$ cat src/rtl/fetch_queue.sv
// Instruction FIFO between fetch and decode: one entry per fetched instruction
// (PC, word, BTB prediction), flushed wholesale on control redirects.
module fetch_queue #(
  parameter int DEPTH = 4,
  parameter int PTR_W = $clog2(DEPTH)
) (
  input  logic             clk,
  input  logic             rst_n,
  input  logic             flush,
  input  logic             enq_valid,
  output logic             enq_ready,
  input  logic [31:0]      enq_pc,
  input  logic [31:0]      enq_inst,
  input  logic [31:0]      enq_predicted_pc,
  input  logic             enq_prediction_valid,
  output logic             deq_valid,
  input  logic             deq_ready,
  output logic [31:0]      deq_pc,
  output logic [31:0]      deq_inst,
  output logic [31:0]      deq_predicted_pc,
  output logic             deq_prediction_valid,
  output logic [PTR_W:0]   count
);

  localparam int ENTRY_W = 97;
  localparam logic [PTR_W:0]   FULL_CNT = (PTR_W+1)'(DEPTH);
  localparam logic [PTR_W:0]   CNT_ONE  = (PTR_W+1)'(1);
  localparam logic [PTR_W-1:0] PTR_ONE  = PTR_W'(1);

  logic [ENTRY_W-1:0] mem_q [DEPTH];
  logic [PTR_W-1:0]   wr_ptr_q, wr_ptr_d;
  logic [PTR_W-1:0]   rd_ptr_q, rd_ptr_d;
  logic [PTR_W:0]     count_q, count_d;
  logic               enq_fire, deq_fire;
  logic [ENTRY_W-1:0] head;

  // Full/empty come only from the registered count, never from pointer equality.
  assign enq_ready = (count_q != FULL_CNT);
  assign deq_valid = (count_q != '0);
  assign count     = count_q;

  assign enq_fire = enq_valid && enq_ready && !flush;
  assign deq_fire = deq_valid && deq_ready && !flush;

  always_comb begin
    wr_ptr_d = wr_ptr_q;
    rd_ptr_d = rd_ptr_q;
    count_d  = count_q;
    if (flush) begin
      wr_ptr_d = '0;
      rd_ptr_d = '0;
      count_d  = '0;
    end else begin
      if (enq_fire) wr_ptr_d = wr_ptr_q + PTR_ONE;
      if (deq_fire) rd_ptr_d = rd_ptr_q + PTR_ONE;
      case ({enq_fire, deq_fire})
        2'b10:   count_d = count_q + CNT_ONE;
        2'b01:   count_d = count_q - CNT_ONE;
        default: count_d = count_q;
      endcase
    end
  end

  always_ff @(posedge clk or negedge rst_n) begin
    if (!rst_n) begin
      wr_ptr_q <= '0;
      rd_ptr_q <= '0;
      count_q  <= '0;
    end else begin
      wr_ptr_q <= wr_ptr_d;
      rd_ptr_q <= rd_ptr_d;
      count_q  <= count_d;
    end
  end

  // Storage carries no reset; an empty queue masks whatever it holds.
  always_ff @(posedge clk) begin
    if (enq_fire) begin
      mem_q[wr_ptr_q] <= {enq_pc, enq_inst, enq_predicted_pc, enq_prediction_valid};
    end
  end

  always_comb begin
    head = mem_q[rd_ptr_q];
    if (!deq_valid) head = '0;
  end

  assign deq_pc               = head[96:65];
  assign deq_inst             = head[64:33];
  assign deq_predicted_pc     = head[32:1];
  assign deq_prediction_valid = head[0];

endmodule

$ cat config.mk
export PLATFORM = sky130hd
export DESIGN_NAME = fetch_queue
export DESIGN_NICKNAME = d
export VERILOG_FILES = /design/src/rtl/fetch_queue.sv
export SDC_FILE = /design/constraint.sdc
export NUM_CORES = 1
export LEC_CHECK = 0
export BUFFER_PORTS_ARGS = -buffer_cell sky130_fd_sc_hd__buf_2
export CORE_UTILIZATION = 50
export CTS_BUF_LIST = sky130_fd_sc_hd__clkbuf_2
export DETAILED_ROUTE_END_ITERATION = 12
export GPL_TIMING_DRIVEN = 0
export PLACE_DENSITY = 0.71
export SLEW_MARGIN = 20
export SYNTH_ARGS = -nofsm -noshare
export SYNTH_HDL_FRONTEND = slang
export SYNTH_SLANG_ARGS = --single-unit
$ cat constraint.sdc
create_clock -name clk -period 5.02 [get_ports clk]
set_clock_uncertainty 0.05 [all_clocks]
set_input_delay 1.004 -clock clk [delete_from_list [all_inputs] [get_ports clk]]
set_output_delay 1.004 -clock clk [all_outputs]
set_load 0.02 [all_outputs]
# Word-level counts from Yosys, hierarchy flattened
# Memories as Yosys holds them, arrays and structs flattened.
# Index checks and enable logic that the tools add are counted.
[op_classes]
n_reduce_logical = 9
eq_ne = 3
addsub = 4
muxes = 9
[op_table]
columns = ["cell", "n"]
rows = [
  ["$mux W97", 1],
  ["$mux W2", 4],
  ["$pmux W3 S2", 1],
  ["$reduce_bool A3 Y1", 2],
  ["$add A2 B1 Y2 const B", 2],
  ["$logic_and A1 B1 Y1", 4],
  ["$reduce_bool A2 Y1", 2],
  ["$add A3 B1 Y3 const B", 1],
  ["$mux W3", 1],
  ["$ne A3 B3 Y1 const B", 1],
  ["$sub A3 B1 Y3 const B", 1],
  ["$eq A2 B1 Y1 const B", 1],
  ["$eq A2 B2 Y1 const B", 1],
  ["$mux W1", 2],
  ["$logic_not A1 Y1", 1],
]
[totals]
reg_bits = 7
wordCells = 29
mem_bits_rw = 388
memories = 1
[mem_list]
columns = ["memory", "words", "word_bits", "rd", "rd_ports_with_merged_regs", "wr", "line_no", "rtl"]
rows = [
  ["mem_q", 4, 97, 1, 0, 1, "30", "logic [ENTRY_W-1:0] mem_q [DEPTH];"],
]

# Logic depth before layout (Yosys ltp)
# Gate-level depths: netlist (run 1).
[depth]
word_depth = 6
ltp_mapped = 7

# Worst setup path after synthesis (run 1)
# Ideal clock, no wire load.
[synth_path]
kind = "input-to-reg"
startpoint = "input port enq_valid"
endpoint = "memory mem_q[0][0] (enable)"
path_buffers = 1
setup_time_ns = 0.467
arrival_time_ns = 3.736
path_slack_ns = 0.767
required_time_ns = 4.503
stages = 4
cell_sequence = "buf_2 -> inv_1 -> nor2_1 -> and3_1"
[synth_via]
elab_chain_cells = 4
[synth_rtl]
columns = ["item", "line_no", "rtl"]
rows = [
  ["start, declared", "10", "input logic enq_valid,"],
  ["$logic_and A1 B1 Y1 (2 in series)", "42", "assign enq_fire = enq_valid && enq_ready && !flush;"],
  ["$mux W1", "78", "if (enq_fire) begin"],
  ["$mux W1 (implied by the code)", "79", "mem_q[wr_ptr_q] <= {enq_pc, enq_inst, enq_predicted_pc, enq_prediction_valid};"],
  ["end, declared", "30", ""],
]
# No other way between the ends.

# Worst setup path in the final report (run 1)
[layout_path]
startpoint = "register count_q[0] (netlist: count[0])"
endpoint = "output port deq_pc[2]"
[layout_via]
elab_chain_cells = 2
[layout_rtl]
columns = ["item", "line_no", "rtl"]
rows = [
  ["start, declared", "33", "logic [PTR_W:0] count_q, count_d;"],
  ["start signal, assigned", "72", "count_q <= count_d;"],
  ["$reduce_bool A3 Y1", "39", "assign deq_valid = (count_q != '0);"],
  ["$mux W97", "85", "if (!deq_valid) head = '0;"],
  ["end, declared", "18", "output logic [31:0] deq_pc,"],
]
# No other way between the ends.

==> reports/results.ini, run 1 <==
[outcome]
status=finished clean

[finish]
fillCellCount=2243
nNetsFinal=1096
stdcell_area_sq_um=17800
syn_to_final_growth_pct=17.2
final_layout_size_suffix_gt1_share_pct=45.7

[power_and_ir_drop]
p_comb_share_pct=24.5
power_w=0.00767
p_per_area_nw_per_um2=431
power_leakage_nw=6.33
ir_drop_mv=0.211
p_sw_w=0.00230
seqPwrFrac_pct=49.1
clockPowerShare_pct=26.4
switching_share_pct=30.0
p_int_w=0.00538

[logic_synthesis]
synth-edff-count=388
synthCells=680
synth_fp_nets=787
synth_compound_area_share_pct=0.799
synthMuxAreaShare_pct=14.5
ys_types=38
syn_area_sq_um=15200
seq_area_frac_synth_pct=77.9
yosys_register_bits=395
syn_avg_cell_area_sq_um=22.3
synth_top_family_by_area=multiplexers
ys.flop_type=edfxtp_1
ys_warn_count=0
synthAdderAreaFrac_pct=0.461
synthArstFlopShare_pct=1.77
synthSimpleGateAreaFrac_pct=4.71
synthXorXnorAreaFrac_pct=0.173

[grt]
grt_pass1_vias=8089
grt_pass1_wl_mm=44.3
grt_max_degree=48
antenna_found_initial=2
globalRouteOverflowTotal=0
grt_use_total_pct=19.3

[timing]
tns_ps=0
final_max_slew_viol_count=0
setup_violations=0
timing.hold.ws_ps=270
period_minus_slack_ps=3910
clock.fmax_mhz=256
hold_viol=0
worst_slack_ps=1110
slew_headroom_pct=52.2
period_share_pct=77.8
rsz0062_at_grt=false
worstMarginPinSlew_ps=717

[setup_path]
path_class=reg2out
cp-startpoint=count[0]$_DFFE_PN0P_
crit_fanout=10
cp.arrival_ps=2850
start_kind=register
cp-end-kind=output port
slowest_delay_ps=440
cp.required_ps=3970
critPathSlowestCell=dfrtp_1
cp_cell_sequence=buf_6 -> or3_1 -> buf_2 -> buf_6 -> clkbuf_1 -> and2_1 -> buf_2
reg2reg_setup_slack_ps=2570
r2r_start=count[1]$_DFFE_PN0P_

[cts]
path_clk_slew_ps=100
cts_tree=built
htreeDepth=3
root_buffer=clkbuf_2
cts.sink_count=395
numCtsBuffers=96
cts.path.max_buffers=3
post_cts_buffers=0
ctsResizeCount=0
clk_latency_ps=850
holdBufCountCts=1

[die]
die_w_um=176
ios=204
start_util_pct=51.0
core_area_sq_um=29800
die_h_um=176
rows=63
dieArea_sq_um=31100

[routing]
drtPass1Iterations=7
drt_iter0_drc=496
vias_per_cell=5.28
wl_per_cell_um=20.2
dr_total_vias=7645
ant_nets=0
post-route-drc-count=0
drt_wl_total_mm=29.2

[placement]
gp_congestion=0.717
post-place-ws_ps=1940
hpwl_mm=17.9
placed_area_sq_um=16900
port_buffers=202

[job]
cap_violations=0

[min_path]
min-delay-start=enq_inst[21]
hp-class=in2reg

[worst paths after layout]
path,cells past startpoint,to
min in group asynchronous,2,count[0]$_DFFE_PN0P_
max in group asynchronous,2,wr_ptr_q[1]$_DFFE_PN0P_
setup / recovery,7,deq_pc[2]
hold / removal,1,mem_q[2][54]$_DFFE_PP_
setup reg to reg,6,count[2]$_DFFE_PN0P_
hold reg to reg,2,wr_ptr_q[0]$_DFFE_PN0P_
[power groups by stage]
stage / registers, W / logic (W) / clock network, W
5_1_grt: 0.00378 / 0.00204 / 0.00227
3_3_place_gp: 0.00386 / 0.00188 / 0
2_1_floorplan: 0.00385 / 0.00126 / 0
6_report: 0.00377 / 0.00188 / 0.00203
3_5_place_dp: 0.00384 / 0.00191 / 0
4_1_cts: 0.00377 / 0.00192 / 0.00212
[synth_stat cells, types with 2 or more instances]
master    count  area, sq um
and3_1        4         25.0
nand3_1       3         15.0
mux4_2       97         2180
edfxtp_1    388        11700
buf_6         3         33.8
and2_1       97          607
ha_1          4         50.1
dfrtp_1       7          175
nor2_1        5         18.8
o21ai_0       2         10.0
buf_8         2         30.0
nand2_1       3         11.3
xor2_1        2         17.5
inv_1         5         18.8
a21oi_1       4         20.0
nand2b_1      2         12.5
clkbuf_1     16         60.1
buf_2        16         80.1
[sequential cells by signal (all words and copies together) (netlist names)]
| register | count |
|---|---|
| mem_q | 388 |
| count | 3 |
| wr_ptr_q | 2 |
| rd_ptr_q | 2 |
[worst max-delay path, delay by kind of cell (launching register included)]
| kind | cells | cell delay (ps) |
|---|---|---|
| buffers and inverters | 5 | 990 |
| AND/OR/NAND/NOR | 2 | 560 |
| flip-flops | 1 | 440 |
[layout make-up]
class                           count  area [sq um]  share of cell area [%]
Clock inverter                     23           161                   0.906
Antenna cell                        3          7.51                  0.0422
Multi-Input combinational cell    241          3150                    17.7
Sequential cell                   395         11800                    66.4
Inverter                            5          18.8                   0.105
Buffer                             39           215                    1.21
Tap cell                          390           488                    2.74
Clock buffer                      140           701                    3.93
Timing Repair Buffer              211          1240                    6.97
[metal layers]
layer / vias to the layer above / share of wire, % / GRT usage (%) / wire length (um)
met3: 30 / 6.9 / 5.10 / 2020
met4: 0 / 1.1 / 6.63 / 333
met2: 255 / 51 / 31.6 / 14800
met1: 3892 / 41 / 25.1 / 12000
li1: 3468 / - / - / -
met5: - / 0 / 0 / 0
[per-stage QoR]
step	instances	util (%)
global placement	1272	56.0
finish	1447	59.8
global route	1446	59.8
CTS	1444	59.7
detailed placement	1280	56.8
floorplan	680	-
[placed cells by master, fill, tap and decap left out, types with 2 or more instances in the layout]
master,Yosys,routed
edfxtp_1,388,388
buf_2,16,218
clkbuf_2,0,140
mux4_2,97,97
and2_1,97,97
clkbuf_1,16,16
clkinv_1,0,16
buf_16,0,8
dfrtp_1,7,7
inv_1,5,5
nor2_1,5,5
and3_4,0,4
a21oi_1,4,4
ha_1,4,4
diode_2,0,3
buf_6,3,3
nand3_1,3,3
nand2_1,3,3
buf_8,2,2
o21ai_0,2,2
xor2_1,2,2
nand2b_1,2,2
bufinv_16,0,2
inv_6,0,2
[cell families (layout without fill, tap and decap cells)]
kind of cell	count (synthesis)	in the layout
other	0	3
xor gates and xnor gates	3	3
AOI/OAI and AO/OA	17	17
and+or+nand+nor	118	118
adders and majority gates	5	5
muxes	98	98
buffers and inverters	44	418
DFF	395	395
Power figures use the tool's default switching activity.
==> run 2, diff against run 1 <==
==> constraint.sdc (replaced) <==
create_clock -name clk -period 3.6 [get_ports clk]
set_clock_uncertainty 0.05 [all_clocks]
set_input_delay 0.72 -clock clk [delete_from_list [all_inputs] [get_ports clk]]
set_output_delay 0.72 -clock clk [all_outputs]
set_load 0.02 [all_outputs]
==> run 2 against run 1 <==
  * Final area up 5.8%
  * Die area unchanged
  * First-iteration DRC count shrank 7.5%
  * Critical endpoint is now deq_pc[27]
==> reports/results.ini, run 2 (same netlist as run 1, synthesis figures left out) <==
[setup_path]
critPathSlowestCell=dfrtp_1
crit_family=buffers and inverters
cp.required_ps=2830  ; -1140 ps
crit_fanout=10  ; unchanged
start_kind=register
worst-path-buf-inv=4  ; -1
cp.arrival_ps=2620  ; -230 ps
cp-end-kind=output port
path_class=reg2out
slowest_delay_ps=410  ; -30 ps
cp_cell_sequence=buf_6 -> or3_4 -> buf_12 -> clkbuf_1 -> and2_1 -> buf_2
reg2reg_setup_slack_ps=1060  ; -1510 ps

[cts]
cts.sink_count=395  ; unchanged
cts_tree=built
cts.path.max_buffers=3  ; unchanged
numCtsBuffers=99  ; +3.1%
clk_latency_ps=890  ; +40 ps
path_clk_slew_ps=100  ; about the same
htreeDepth=3  ; unchanged
root_buffer=clkbuf_2

[routing]
vias_per_cell=5.16  ; -2.4%
drt_wl_total_mm=30.2  ; +3.7%
dr_total_vias=8067  ; +5.5%
ant_nets=0  ; unchanged
drtPass1Iterations=5  ; -2
wl_per_cell_um=19.3  ; -4.1%
drt_iter0_drc=459  ; -7.5%
post-route-drc-count=0  ; unchanged

[finish]
instances_no_fill=1564  ; +8.1%
largest_reg_flops=388  ; unchanged
nNetsFinal=1197  ; +9.2%
top_register=mem_q
final_layout_size_suffix_gt1_share_pct=42.5  ; -3.3 points
final_cell_mix=edfxtp_1, buf_2, clkbuf_2
syn_to_final_growth_pct=24.0
layout_commonest_cell=edfxtp_1
register_area_sq_um=11800  ; unchanged
fillCellCount=2156  ; -3.9%
multi_input_area_sq_um=3150  ; +0.16%

[grt]
grt_pass1_vias=8717  ; +7.8%
globalRouteOverflowTotal=0  ; unchanged
antenna_found_initial=1  ; -1
grt_max_degree=45  ; -6.3%
grt_use_total_pct=20.0  ; +0.66 points
grt_pass1_wl_mm=46.4  ; +4.9%

[timing]
period_share_pct=94.2
hold_viol=0  ; unchanged
final_max_slew_viol_count=0  ; unchanged
rsz0062_at_grt=false
setup_violations=0  ; unchanged
worst_slack_ps=210  ; -903 ps
slew_headroom_pct=60.8  ; +8.6 points
clock.fmax_mhz=295
worstMarginPinSlew_ps=588  ; -129 ps
period_minus_slack_ps=3390

[power_and_ir_drop]
p_per_area_nw_per_um2=576  ; +34%
power_leakage_nw=6.78  ; +7.0%
ir_drop_mv=0.331  ; +57%

[die]
die_h_um=176  ; unchanged
ios=204  ; unchanged
dieArea_sq_um=31100  ; unchanged
die_w_um=176  ; unchanged
start_util_pct=51.0  ; unchanged
core_area_sq_um=29800  ; unchanged
rows=63  ; unchanged

[outcome]
status=finished clean

[placement]
gp_congestion=0.735  ; +2.6%
hpwl_mm=18.1  ; +0.95%
post-place-ws_ps=527  ; -1420 ps
port_buffers=202  ; unchanged
dpl.cell_count=1280  ; unchanged

[job]
cap_violations=0  ; unchanged

[min_path]
hp-class=in2async

-- run 2: cell count changes in the layout (fill, tap and decap cells not counted), moves of 4 or more --
cell           before  now
buf_12              0    8
buf_16              8    2
buf_4               1   14
dlygate4sd3_1       1   99
clkbuf_2          140  152
clkinv_1           16   30
buf_2             218  205
clkbuf_1           16    8
clkinv_2            0    4
-- run 2: where the power goes --
group          total (W)  switching [W]  internal (W)
logic            0.00276        0.00155       0.00121
registers        0.00525      0.0000403       0.00521
clock network    0.00284        0.00174       0.00110
-- run 2: what timing repair did --
action,CTS,global route
pin swaps,0,0
hold buffers,97,2
gates resized for setup,19,15
endpoints found under the hold margin,390,5
buffers inserted,1,0
endpoints found under the setup margin,79,50
-- run 2: final timing paths --
path / from / to / cells after the start
max reg2reg: count[1]$_DFFE_PN0P_ / mem_q[2][68]$_DFFE_PP_ / 6
max: count[0]$_DFFE_PN0P_ / deq_pc[27] / 6
min: rst_n / count[0]$_DFFE_PN0P_ / 2
min reg2reg: wr_ptr_q[0]$_DFFE_PN0P_ / wr_ptr_q[0]$_DFFE_PN0P_ / 2
max in group asynchronous: rst_n / count[2]$_DFFE_PN0P_ / 2
min in group clk: flush / rd_ptr_q[0]$_DFFE_PN0P_ / 2
-- run 2: layout make-up --
class / count / area share, %
timing repair buffer: 310 / 11.6
multi-input combinational: 241 / 16.7
inverter: 5 / 0.0996
clock buffer: 146 / 3.88
antenna: 1 / 0.0133
tap: 390 / 2.59
clock inverter: 38 / 0.883
buffer: 38 / 1.43
sequential: 395 / 62.8
-- run 2: layer usage --
| metal | global-route usage, % | routed length, um |
|---|---|---|
| met2 | 33.3 | 15200 |
| met5 | 0 | 0 |
| met4 | 6.59 | 550 |
| met3 | 5.17 | 1770 |
| met1 | 25.6 | 12700 |
-- run 2: stage by stage --
step	total power, W	util, %	area (sq um)	hold slack [ps]	TNS [ps]
final	0.0109	63.2	18800	131	0
after global routing	0.0114	63.2	18800	8.66	0
after CTS	0.0110	63.1	18800	2.39	0
after detailed placement	0.00802	56.7	16900	516	0
after global placement	0.00797	56.0	16700	516	-155980
after floorplan	0.00713	-	15200	374	0
-- run 2: worst register-to-register path: cells and delay by family (launching register included) --
family / cells / cell delay [ps]
buffers and inverters: 4 / 970
DFF: 1 / 430
and+or+nand+nor: 2 / 720
==> run 3, diff against run 2 <==
--- a/config.mk
+++ b/config.mk
@@ -6,11 +6,13 @@
 export NUM_CORES = 1
 export LEC_CHECK = 0
 export BUFFER_PORTS_ARGS = -buffer_cell sky130_fd_sc_hd__buf_2
+export CELL_PAD_IN_SITES_DETAIL_PLACEMENT = 0
+export CELL_PAD_IN_SITES_GLOBAL_PLACEMENT = 1
 export CORE_UTILIZATION = 50
 export CTS_BUF_LIST = sky130_fd_sc_hd__clkbuf_2
 export DETAILED_ROUTE_END_ITERATION = 12
 export GPL_TIMING_DRIVEN = 0
-export PLACE_DENSITY = 0.71
+export PLACE_DENSITY_LB_ADDON = 0.1
 export SLEW_MARGIN = 20
 export SYNTH_ARGS = -nofsm -noshare
 export SYNTH_HDL_FRONTEND = slang
==> run 3 against run 2 <==
  * Routed wire length increased by 0.18%
  * First-iteration DRC count increased by 12%
  * Worst hold slack improved by 12 ps
  * Final cell count decreased by 0.64%
  * Total power about the same
  * Setup slack got worse by 77 ps
  * Count of clock-buffer cells in the layout decreased by 11
  * Critical path depth increased by 1
  * Critical path type unchanged
  * Largest cell class unchanged
==> reports/results.ini, run 3 (same netlist as run 1, synthesis figures left out) <==
[timing]
worstMarginPinSlew_ps=409  ; -179 ps
final_max_slew_viol_count=0  ; unchanged
worst_slack_ps=133  ; -76.6 ps
clock.fmax_mhz=288  ; -2.2%
slew_headroom_pct=72.0  ; +11 points
period_minus_slack_ps=3470  ; +76.6 ps
hold_viol=0  ; unchanged
timing.hold.ws_ps=142  ; +11.6 ps
setup_violations=0  ; unchanged
period_share_pct=96.3  ; +2.1 points
rsz0062_at_grt=false

[min_path]
hp-class=in2async

[cts]
path_clk_slew_ps=110  ; about the same
numCtsBuffers=96  ; -3.0%
root_buffer=clkbuf_2
cts.sink_count=395  ; unchanged
cts.path.max_buffers=3  ; unchanged
htreeDepth=3  ; unchanged
clk_latency_ps=880  ; about the same
cts_tree=built

[die]
ios=204  ; unchanged
die_w_um=176  ; unchanged
die_h_um=176  ; unchanged
rows=63  ; unchanged
start_util_pct=51.0  ; unchanged
core_area_sq_um=29800  ; unchanged
dieArea_sq_um=31100  ; unchanged

[placement]
port_buffers=202  ; unchanged
placed_area_sq_um=16900  ; +0.27%
dpl.cell_count=1280  ; unchanged
gp_congestion=0.730  ; -0.71%
hpwl_mm=18.3  ; +1.1%
post-place-ws_ps=792  ; +265 ps

[finish]
nNetsFinal=1194  ; -0.25%
final_cell_mix=edfxtp_1, buf_2, clkbuf_2
syn_to_final_growth_pct=24.1  ; about the same
stdcell_area_sq_um=18800  ; about the same
top_register=mem_q
instances_no_fill=1554  ; -0.64%
layout_commonest_cell=edfxtp_1
final_layout_size_suffix_gt1_share_pct=42.0  ; -0.42 points
largest_reg_flops=388  ; unchanged

[routing]
vias_per_cell=5.18  ; +0.43%
wl_per_cell_um=19.5  ; +0.82%
drt_wl_total_mm=30.3  ; +0.18%
drtPass1Iterations=5  ; unchanged
ant_nets=0  ; unchanged
post-route-drc-count=0  ; unchanged
drt_iter0_drc=514  ; +12%
dr_total_vias=8050  ; -0.21%

[setup_path]
start_kind=register
cp-end-kind=output port
cp.required_ps=2830  ; about the same
cp.arrival_ps=2700  ; +80 ps
path_class=reg2out
crit_fanout=10  ; unchanged

[power_and_ir_drop]
ir_drop_mv=0.250  ; -24%
p_per_area_nw_per_um2=576  ; about the same
power_w=0.0109  ; about the same
power_leakage_nw=6.77  ; -0.15%

[grt]
antenna_found_initial=2  ; +1
grt_max_degree=46  ; +2.2%
grt_pass1_wl_mm=46.9  ; +0.91%
globalRouteOverflowTotal=0  ; unchanged
grt_pass1_vias=8766  ; +0.56%
grt_use_total_pct=20.2  ; +0.25 points

[outcome]
status=finished clean

[job]
cap_violations=0  ; unchanged

-- run 3: worst max-delay path, stage by stage, from the launching register on --
cell and delay [ps]:
dfrtp_1 440, buf_6 160, or3_1 360, buf_6 170
buf_6 150, clkbuf_4 190, and2_1 170, buf_2 170
-- run 3: repair_timing --
action                                 CTS  global route
endpoints found under the hold margin  395             0
hold buffers                            98             0
resized for setup                        8            18
buffers inserted                         0             1
cloned                                   0             0
setup endpoints to repair               76            75
-- run 3: layout make-up --
class,instances,area [sq um]
diodes,3,7.51
plain buffers,39,259
clock buffers,135,676
clock inverters,37,205
fillers,2213,10900
inverters,5,18.8
multi-input cells,241,3150
flip-flops and latches,395,11800
well taps,390,488
repair buffers,309,2220
-- run 3: through the flow --
stage	util [%]	TNS, ps
global route	63.3	0
CTS	63.1	-2930
detailed placement	56.8	0
finish	63.3	0
global placement	56.0	-138220
floorplan	-	0
-- run 3: metal layers --
metal,up-vias,track usage (%),part of all wire (%)
met1,4078,25.5,41
met5,-,0,0
li1,3673,-,-
met3,51,5.19,6.3
met4,0,7.46,1.8
met2,248,33.9,51
-- run 3: final timing paths --
kind	startpoint	end	slack (ps)	cells after the start
setup reg to reg	count[1]$_DFFE_PN0P_	count[2]$_DFFE_PN0P_	1050	6
max in group asynchronous	rst_n	wr_ptr_q[1]$_DFFE_PN0P_	3170	2
min in group clk	flush	rd_ptr_q[1]$_DFFE_PN0P_	170	2
hold reg to reg	wr_ptr_q[1]$_DFFE_PN0P_	wr_ptr_q[1]$_DFFE_PN0P_	550	2
hold / removal	rst_n	count[2]$_DFFE_PN0P_	140	2
setup / recovery	count[0]$_DFFE_PN0P_	deq_pc[11]	130	7
-- run 3: power by group --
group          internal [W]  switching, W
Sequential          0.00521     0.0000412
Clock               0.00116       0.00170
Combinational       0.00119       0.00155
Total               0.00757       0.00329
